==> src/rtl/div_pkg.sv <==
// div_pkg -- shared definitions for the sequential restoring divider.
//   div_state_t     : controller state encoding (IDLE / RUN / DONE)
//   DEF_DIVIDEND_W  : default dividend / quotient width
//   DEF_DIVISOR_W   : default divisor / remainder width
package div_pkg;

    localparam int DEF_DIVIDEND_W = 7;
    localparam int DEF_DIVISOR_W  = 4;

    typedef enum logic [1:0] {
        ST_IDLE = 2'd0,
        ST_RUN  = 2'd1,
        ST_DONE = 2'd2
    } div_state_t;

endpackage

==> src/rtl/div_step.sv <==
// div_step -- one combinational restoring-division step.
//   rem_in   : partial remainder before the step (always < divisor)
//   bit_in   : next dividend bit, MSB first
//   divisor  : divisor operand
//   rem_out  : partial remainder after shift-in and conditional subtract
//   q_bit    : quotient bit produced by this step
module div_step
    import div_pkg::*;
#(
    parameter int DIVISOR_W = DEF_DIVISOR_W
) (
    input  logic [DIVISOR_W:0]   rem_in,
    input  logic                 bit_in,
    input  logic [DIVISOR_W-1:0] divisor,
    output logic [DIVISOR_W:0]   rem_out,
    output logic                 q_bit
);

    // One bit wider than the partial remainder so the shifted value is never
    // truncated before the compare.
    logic [DIVISOR_W+1:0] trial;
    logic [DIVISOR_W:0]   diff;

    always_comb begin
        trial = {rem_in, bit_in};
        q_bit = (trial >= {2'b00, divisor});
        // When q_bit is set, trial < 2*divisor, so the difference fits.
        diff  = trial[DIVISOR_W:0] - {1'b0, divisor};
        rem_out = q_bit ? diff : trial[DIVISOR_W:0];
    end

endmodule

==> src/rtl/seq_divider.sv <==
// seq_divider -- multi-cycle unsigned restoring divider, one bit per clock.
//   clk, rst_n : clock, asynchronous active-low reset
//   start      : request strobe, accepted in IDLE or DONE only
//   dividend   : unsigned dividend (DIVIDEND_W bits), latched on acceptance
//   divisor    : unsigned divisor (DIVISOR_W bits), latched on acceptance
//   busy       : high while the iteration runs
//   done       : one-cycle pulse marking a fresh result
//   quotient   : unsigned quotient (all ones on divide-by-zero)
//   remainder  : unsigned remainder (zero on divide-by-zero)
//   dbz        : divide-by-zero flag for the current result
module seq_divider
    import div_pkg::*;
#(
    parameter int DIVIDEND_W = DEF_DIVIDEND_W,
    parameter int DIVISOR_W  = DEF_DIVISOR_W
) (
    input  logic                  clk,
    input  logic                  rst_n,
    input  logic                  start,
    input  logic [DIVIDEND_W-1:0] dividend,
    input  logic [DIVISOR_W-1:0]  divisor,
    output logic                  busy,
    output logic                  done,
    output logic [DIVIDEND_W-1:0] quotient,
    output logic [DIVISOR_W-1:0]  remainder,
    output logic                  dbz
);

    localparam int CNT_W = $clog2(DIVIDEND_W + 1);

    div_state_t state, state_nxt;

    logic                  accept;
    logic                  zero_div;
    logic                  last_step;
    logic [CNT_W-1:0]      cnt;
    // Dividend bits shift out at the top while quotient bits shift in at
    // the bottom, so one register serves both.
    logic [DIVIDEND_W-1:0] work_q;
    logic [DIVISOR_W-1:0]  dvs_q;
    logic [DIVISOR_W:0]    rem_q;
    logic [DIVISOR_W:0]    rem_nxt;
    logic                  q_bit;

    div_step #(
        .DIVISOR_W (DIVISOR_W)
    ) u_step (
        .rem_in  (rem_q),
        .bit_in  (work_q[DIVIDEND_W-1]),
        .divisor (dvs_q),
        .rem_out (rem_nxt),
        .q_bit   (q_bit)
    );

    always_comb begin
        accept    = start && (state != ST_RUN);
        zero_div  = (divisor == '0);
        last_step = (cnt == CNT_W'(DIVIDEND_W - 1));
    end

    always_ff @(posedge clk or negedge rst_n) begin
        if (!rst_n) begin
            state <= ST_IDLE;
        end else begin
            state <= state_nxt;
        end
    end

    always_comb begin
        state_nxt = state;
        busy      = 1'b0;
        done      = 1'b0;
        case (state)
            ST_IDLE: begin
                if (start) begin
                    state_nxt = zero_div ? ST_DONE : ST_RUN;
                end
            end
            ST_RUN: begin
                busy = 1'b1;
                if (last_step) begin
                    state_nxt = ST_DONE;
                end
            end
            ST_DONE: begin
                done = 1'b1;
                if (start) begin
                    state_nxt = zero_div ? ST_DONE : ST_RUN;
                end else begin
                    state_nxt = ST_IDLE;
                end
            end
            default: begin
                state_nxt = ST_IDLE;
            end
        endcase
    end

    always_ff @(posedge clk or negedge rst_n) begin
        if (!rst_n) begin
            work_q    <= '0;
            dvs_q     <= '0;
            rem_q     <= '0;
            cnt       <= '0;
            quotient  <= '0;
            remainder <= '0;
            dbz       <= 1'b0;
        end else if (accept) begin
            if (zero_div) begin
                quotient  <= '1;
                remainder <= '0;
                dbz       <= 1'b1;
            end else begin
                work_q <= dividend;
                dvs_q  <= divisor;
                rem_q  <= '0;
                cnt    <= '0;
                dbz    <= 1'b0;
            end
        end else if (state == ST_RUN) begin
            work_q <= {work_q[DIVIDEND_W-2:0], q_bit};
            rem_q  <= rem_nxt;
            cnt    <= cnt + CNT_W'(1);
            // Results reach the outputs only on the final step.
            if (last_step) begin
                quotient  <= {work_q[DIVIDEND_W-2:0], q_bit};
                remainder <= rem_nxt[DIVISOR_W-1:0];
            end
        end
    end

endmodule

==> config.mk <==
export PLATFORM = sky130hd
export DESIGN_NAME = seq_divider
export DESIGN_NICKNAME = d
export VERILOG_FILES = /design/src/rtl/div_pkg.sv /design/src/rtl/div_step.sv /design/src/rtl/seq_divider.sv
export SDC_FILE = /design/constraint.sdc
export NUM_CORES = 1
export LEC_CHECK = 0
export BUFFER_PORTS_ARGS = -buffer_cell sky130_fd_sc_hd__buf_2
export CAP_MARGIN = 20
export CORE_UTILIZATION = 55
export CTS_BUF_LIST = sky130_fd_sc_hd__clkbuf_8
export DETAILED_ROUTE_END_ITERATION = 8
export GPL_TIMING_DRIVEN = 0
export PLACE_DENSITY = 0.84
export SLEW_MARGIN = 20
export SYNTH_ARGS = -nofsm -noshare
export SYNTH_HDL_FRONTEND = slang
export SYNTH_SLANG_ARGS = --single-unit
==> constraint.sdc <==
create_clock -name clk -period 2.35 [get_ports clk]
set_input_delay 0.47 -clock clk [delete_from_list [all_inputs] [get_ports clk]]
set_output_delay 0.47 -clock clk [all_outputs]
set_load 0.02 [all_outputs]
**Word level (Yosys, flattened, before mapping)**

Cells that the tools add are included.

- Latch bits: 0
- Word-level logic and storage cells: 55
- ROM bits: 0
- Bits of input ports: 14
- Memory bits (writable): 0
- Memories: 0
- Flip-flop bits (word level): 33

- Shifts and indexed selects: 0
- Divide/modulo/power cells: 0
- Order comparisons: 1
- Add/subtract/negate cells: 2
- Equality and inequality tests: 8
- Mux-type cells: 26
- $mul: 0
- Bitwise operators: 1
- Reduce and logical (&&, ||, !) cells: 9

Operators by type and width:

| operator | number |
|---|---|
| 7-bit 2-to-1 mux | 7 |
| 5-bit 2-to-1 mux | 4 |
| 4-bit 2-to-1 mux | 4 |
| 3-bit 2-to-1 mux | 3 |
| 2-bit 2-to-1 mux | 4 |
| 6-bit by 4-bit greater-or-equal comparator with 1-bit output | 1 |
| 2-bit inequality test (second input constant) | 3 |
| 2-bit one-hot mux with 3 select lines | 1 |
| 2-bit AND reduction | 3 |
| 5-bit by 4-bit subtractor with 5-bit output | 1 |
| 4-bit logical NOT | 1 |
| 2-bit by 1-bit inequality test with 1-bit output (second input constant) | 2 |
| 2-bit nonzero test | 2 |
| 3-bit by 1-bit adder with 3-bit output (second input constant) | 1 |
| 3-bit equality test (second input constant) | 1 |
| 1-bit 2-to-1 mux | 3 |
| 3-bit AND reduction | 1 |
| 2-bit by 1-bit equality test with 1-bit output (second input constant) | 1 |
| 2-bit equality test (second input constant) | 1 |
| 2-bit logical NOT | 1 |
| 1-bit logical AND | 1 |
| 1-bit inverter | 1 |

**Depth between registers and ports, before layout**

- Depth after elaboration: 5
- Depth in mapped cells: 7

**Cells and area by module**

From an unflattened synthesis, not the netlist that was laid out.

- Cell total of the unflattened synthesis: 179
- Area total of the unflattened synthesis: 1676.6 µm²

By module, submodules not included:

| module | instances | cells each | area each (µm²) |
|---|---|---|---|
| seq_divider | 1 | 150 | 1442.6 |
| div_step | 1 | 29 | 234.0 |

**Worst setup path after synthesis**

No wires, ideal clock.

- Path kind: flip-flop to flip-flop
- Start point: reg dvs_q[0]
- End point: reg remainder[0]
- Arrival time: 1.925 ns
- Cell stages (with the launch flop): 7
- Path slack: 0.304 ns
- Path buffers: 0
- Required time: 2.228 ns
- Setup time: 0.122 ns
- Cells stage by stage: dfrtp_1 ha_1 fa_1 nand2b_1 a21oi_1 o21ai_0 a32o_1

- Cells in the longest elaborated chain, start to end: 5

Ends and longest elaborated chain:

| item | line | text |
|---|---|---|
| start, declared | seq_divider.sv:40 | `logic [DIVISOR_W-1:0] dvs_q;` |
| start signal, assigned | seq_divider.sv:115 | `dvs_q <= divisor;` |
| 5-bit by 4-bit subtractor with 5-bit output or 6-bit by 4-bit greater-or-equal comparator with 1-bit output (tied branches) | div_step.sv:28, div_step.sv:26 |  |
| 5-bit 2-to-1 mux (*) | div_step.sv:29 | `rem_out = q_bit ? diff : trial[DIVISOR_W:0];` |
| 4-bit 2-to-1 mux (*) | seq_divider.sv:125 | `if (last_step) begin` |
| 4-bit 2-to-1 mux (*) | seq_divider.sv:120 | `end else if (state == ST_RUN) begin` |
| 4-bit 2-to-1 mux (*) | seq_divider.sv:108 | `end else if (accept) begin` |
| end signal, assigned | seq_divider.sv:127 | `remainder <= rem_nxt[DIVISOR_W-1:0];` |
| end, declared | seq_divider.sv:25 | `output logic [DIVISOR_W-1:0] remainder,` |

Every way passes the cells marked *; elsewhere a longest branch is shown, timed or not. The select of a mux whose other input is x is not followed.
A chain may end at the register's enable or synchronous reset.

**Worst setup path in the final report**

Same ends and word-level chain as after synthesis.

==> metrics <==
commonest non-fill, non-tap cell in the layout dfrtp_1; wire length per cell 17.1 um; Layout Skew 0.00773 ns; critical path arrival 2.31 ns; reg2reg start dvs_q[0]; highest clock rate 472 MHz; synth warn 0; max-slew violations 0; Clock Path Buffers 2; Final #Nets 204; Final HPWL DP 2.64 mm; core area 2780 sq um; Final Hold Viols 0; R2R setup slack 0.23 ns; vias per inst 6.05; Leak 0.870 nW; Post-synth ARST share 1.00; pre-CTS setup slack -0.0328 ns; Crit-path slowest cell dfrtp_1; status complete, no violations; most frequent cells in the layout dfrtp_1, buf_2, o21ai_0, nand2_1, inv_1; unrepaired setup endpoints after global routing no; vias in the first global route 1,364; endpoints failing setup 0; Routed WL 3.67 mm; initial drt markers 35; number of synthesized flops with an enable pin 0; sequential-to-total area share from yosys stat 0.509; GP Congestion 0.928; antenna viol nets, final 0; Num CTS Buffers 5; ant diodes 0; Worst setup EP type flip-flop; layout cells sized above 1 0.272; area of the multi-input gates 736 sq um; worst-margin pin slew 0.735 ns; largest net degree at the start of global routing 34; CP required 2.54 ns; Mean Syn Cell Area 10.9 sq um; number of port buffers 27; Root Buffer clkbuf_8; PwrDens 1610 nW/um^2; Main synth FF type dfrtp_1; clk_lat worst skew 0.29 ns; Chip Height 56.3 um; FF-to-FF path depth 6; FF+latch count, synth 33; Die X-Extent 56.3 um; total global-route track usage 0.270; total nets after synthesis 170; max_cap viols 0; worst vdd ir 1330 uV; Reg area 826 sq um; Yosys cell types 38; placed cell count 207; DR pass1 iterations 4; first-pass GRT wire length 6.33 mm; # fillers 209; total gr overflow 0; Critical Path Fanout Max 8; Reg2Reg Capture Point remainder[0]; Crit Path Class reg2reg; Post-route DRC 0; vias post-DR 1,301; non-filler instance count after layout 215; Area Overhead vs Synth 17.4%; IO Count 28; Syn Inst Count 149; Row Count 19; CTS tree done; Starting Density 0.583; CP peak stage delay 0.40 ns; clk sinks 33; H-tree lvl count 2; Post-Syn Area 1620 sq um; cells along the critical path ha_1, fa_1, nand2b_1, a21oi_4, o21ai_0, a32o_1; Slew HR 0.510; setup ws final 0.231 ns; Tcrit/Tclk final 0.902; Worst-path clk slew 0.07 ns; Worst Setup Start Kind flip-flop; post-route minimum period 2.12 ns; hold crit path type in2async; Total Power 0.00306 W; initial antenna violation count 0; die area 3170 sq um
## power by group
part | total (W) | switching [W] | internal [W] | leakage, nW
logic | 0.00158 | 0.000939 | 0.000643 | 0.424
registers | 0.00102 | 0.000191 | 0.000833 | 0.395
clock network | 0.000450 | 0.000213 | 0.000237 | 0.0512
total | 0.00306 | 0.00134 | 0.00171 | 0.870
## layer usage
layer  global-route usage  routed length [um]
met5                    0                   0
met4                0.178                 152
met2                0.413                1780
met1                0.340                1540
met3               0.0668                 192
## cell usage after synthesis (2+ instances only)
| master | number | share of area |
|---|---|---|
| o22a_1 | 6 | 0.032 |
| nand2b_1 | 2 | 0.0077 |
| buf_2 | 3 | 0.0093 |
| nor3_1 | 2 | 0.0062 |
| o21ai_0 | 18 | 0.056 |
| dfrtp_1 | 33 | 0.51 |
| a21oi_1 | 5 | 0.015 |
| xnor2_1 | 3 | 0.016 |
| inv_1 | 8 | 0.019 |
| ha_1 | 6 | 0.046 |
| a32o_1 | 3 | 0.019 |
| and2_1 | 3 | 0.012 |
| o31ai_1 | 2 | 0.0093 |
| a22o_1 | 3 | 0.016 |
| a32oi_1 | 2 | 0.011 |
| a31o_2 | 2 | 0.011 |
| mux2i_1 | 6 | 0.037 |
| nand3_1 | 3 | 0.0093 |
| a31oi_1 | 2 | 0.0077 |
| and2_2 | 2 | 0.0093 |
| nor2_1 | 2 | 0.0046 |
| nand2_1 | 17 | 0.039 |
## worst max path at each step
stage             start            to  slack [ns]  cells past startpoint
3_3_place_gp   dvs_q[0]  remainder[0]        0.04                      6
4_1_cts        dvs_q[0]  remainder[0]        0.14                      6
5_1_grt        dvs_q[0]  remainder[0]        0.12                      6
6_report       dvs_q[0]  remainder[0]        0.23                      6
3_5_place_dp   dvs_q[0]  remainder[1]       -0.03                      6
2_1_floorplan  dvs_q[0]  remainder[0]        0.30                      6
## cell families after synthesis
logic type / after synthesis / synth area share
AOI/OAI and AO/OA: 49 / 0.211
and+or+nand+nor: 37 / 0.119
DFF: 33 / 0.509
buffers and inverters: 13 / 0.0440
adders and majority gates: 7 / 0.0586
muxes: 6 / 0.0370
xor gates and xnor gates: 4 / 0.0216
## sequential cells by signal (all words and copies together) (netlist names)
register	flops
quotient	7
rem_q	5
remainder	4
dbz	1
work_q	7
state	2
dvs_q	4
cnt	3
## critical path: cells and delay by family (launching register included)
| kind | cells | cell delay [ns] |
|---|---|---|
| AOI/OAI and AO/OA | 3 | 0.75 |
| adders and majority gates | 2 | 0.63 |
| DFF | 1 | 0.40 |
| and+or+nand+nor | 1 | 0.22 |
## repair_timing
action,4_1_cts,5_1_grt
cloned,0,0
setup buffers,0,0
hold buffers,0,0
setup endpoints to repair,4,1
gates resized for setup,1,1
pin swaps,0,0
## metrics by stage
stage	util	hold WS, ns	instance area, sq um	setup TNS, ns
after floorplan	-	0.174	1620	0
after global placement	0.646	0.462	1800	0
after detailed placement	0.646	0.471	1800	-0.0926
after CTS	0.682	0.255	1900	0
after global routing	0.684	0.294	1900	0
final	0.684	0.232	1900	0
## layout make-up
| cell class | instances | share of cell area |
|---|---|---|
| plain buffers | 5 | 0.0217 |
| clock buffers | 6 | 0.0434 |
| clock inverters | 2 | 0.00723 |
| inverters | 8 | 0.0158 |
| multi-input cells | 103 | 0.387 |
| flip-flops and latches | 33 | 0.434 |
| well taps | 31 | 0.0204 |
| repair buffers | 27 | 0.0710 |
Power figures use the tool's default switching activity.
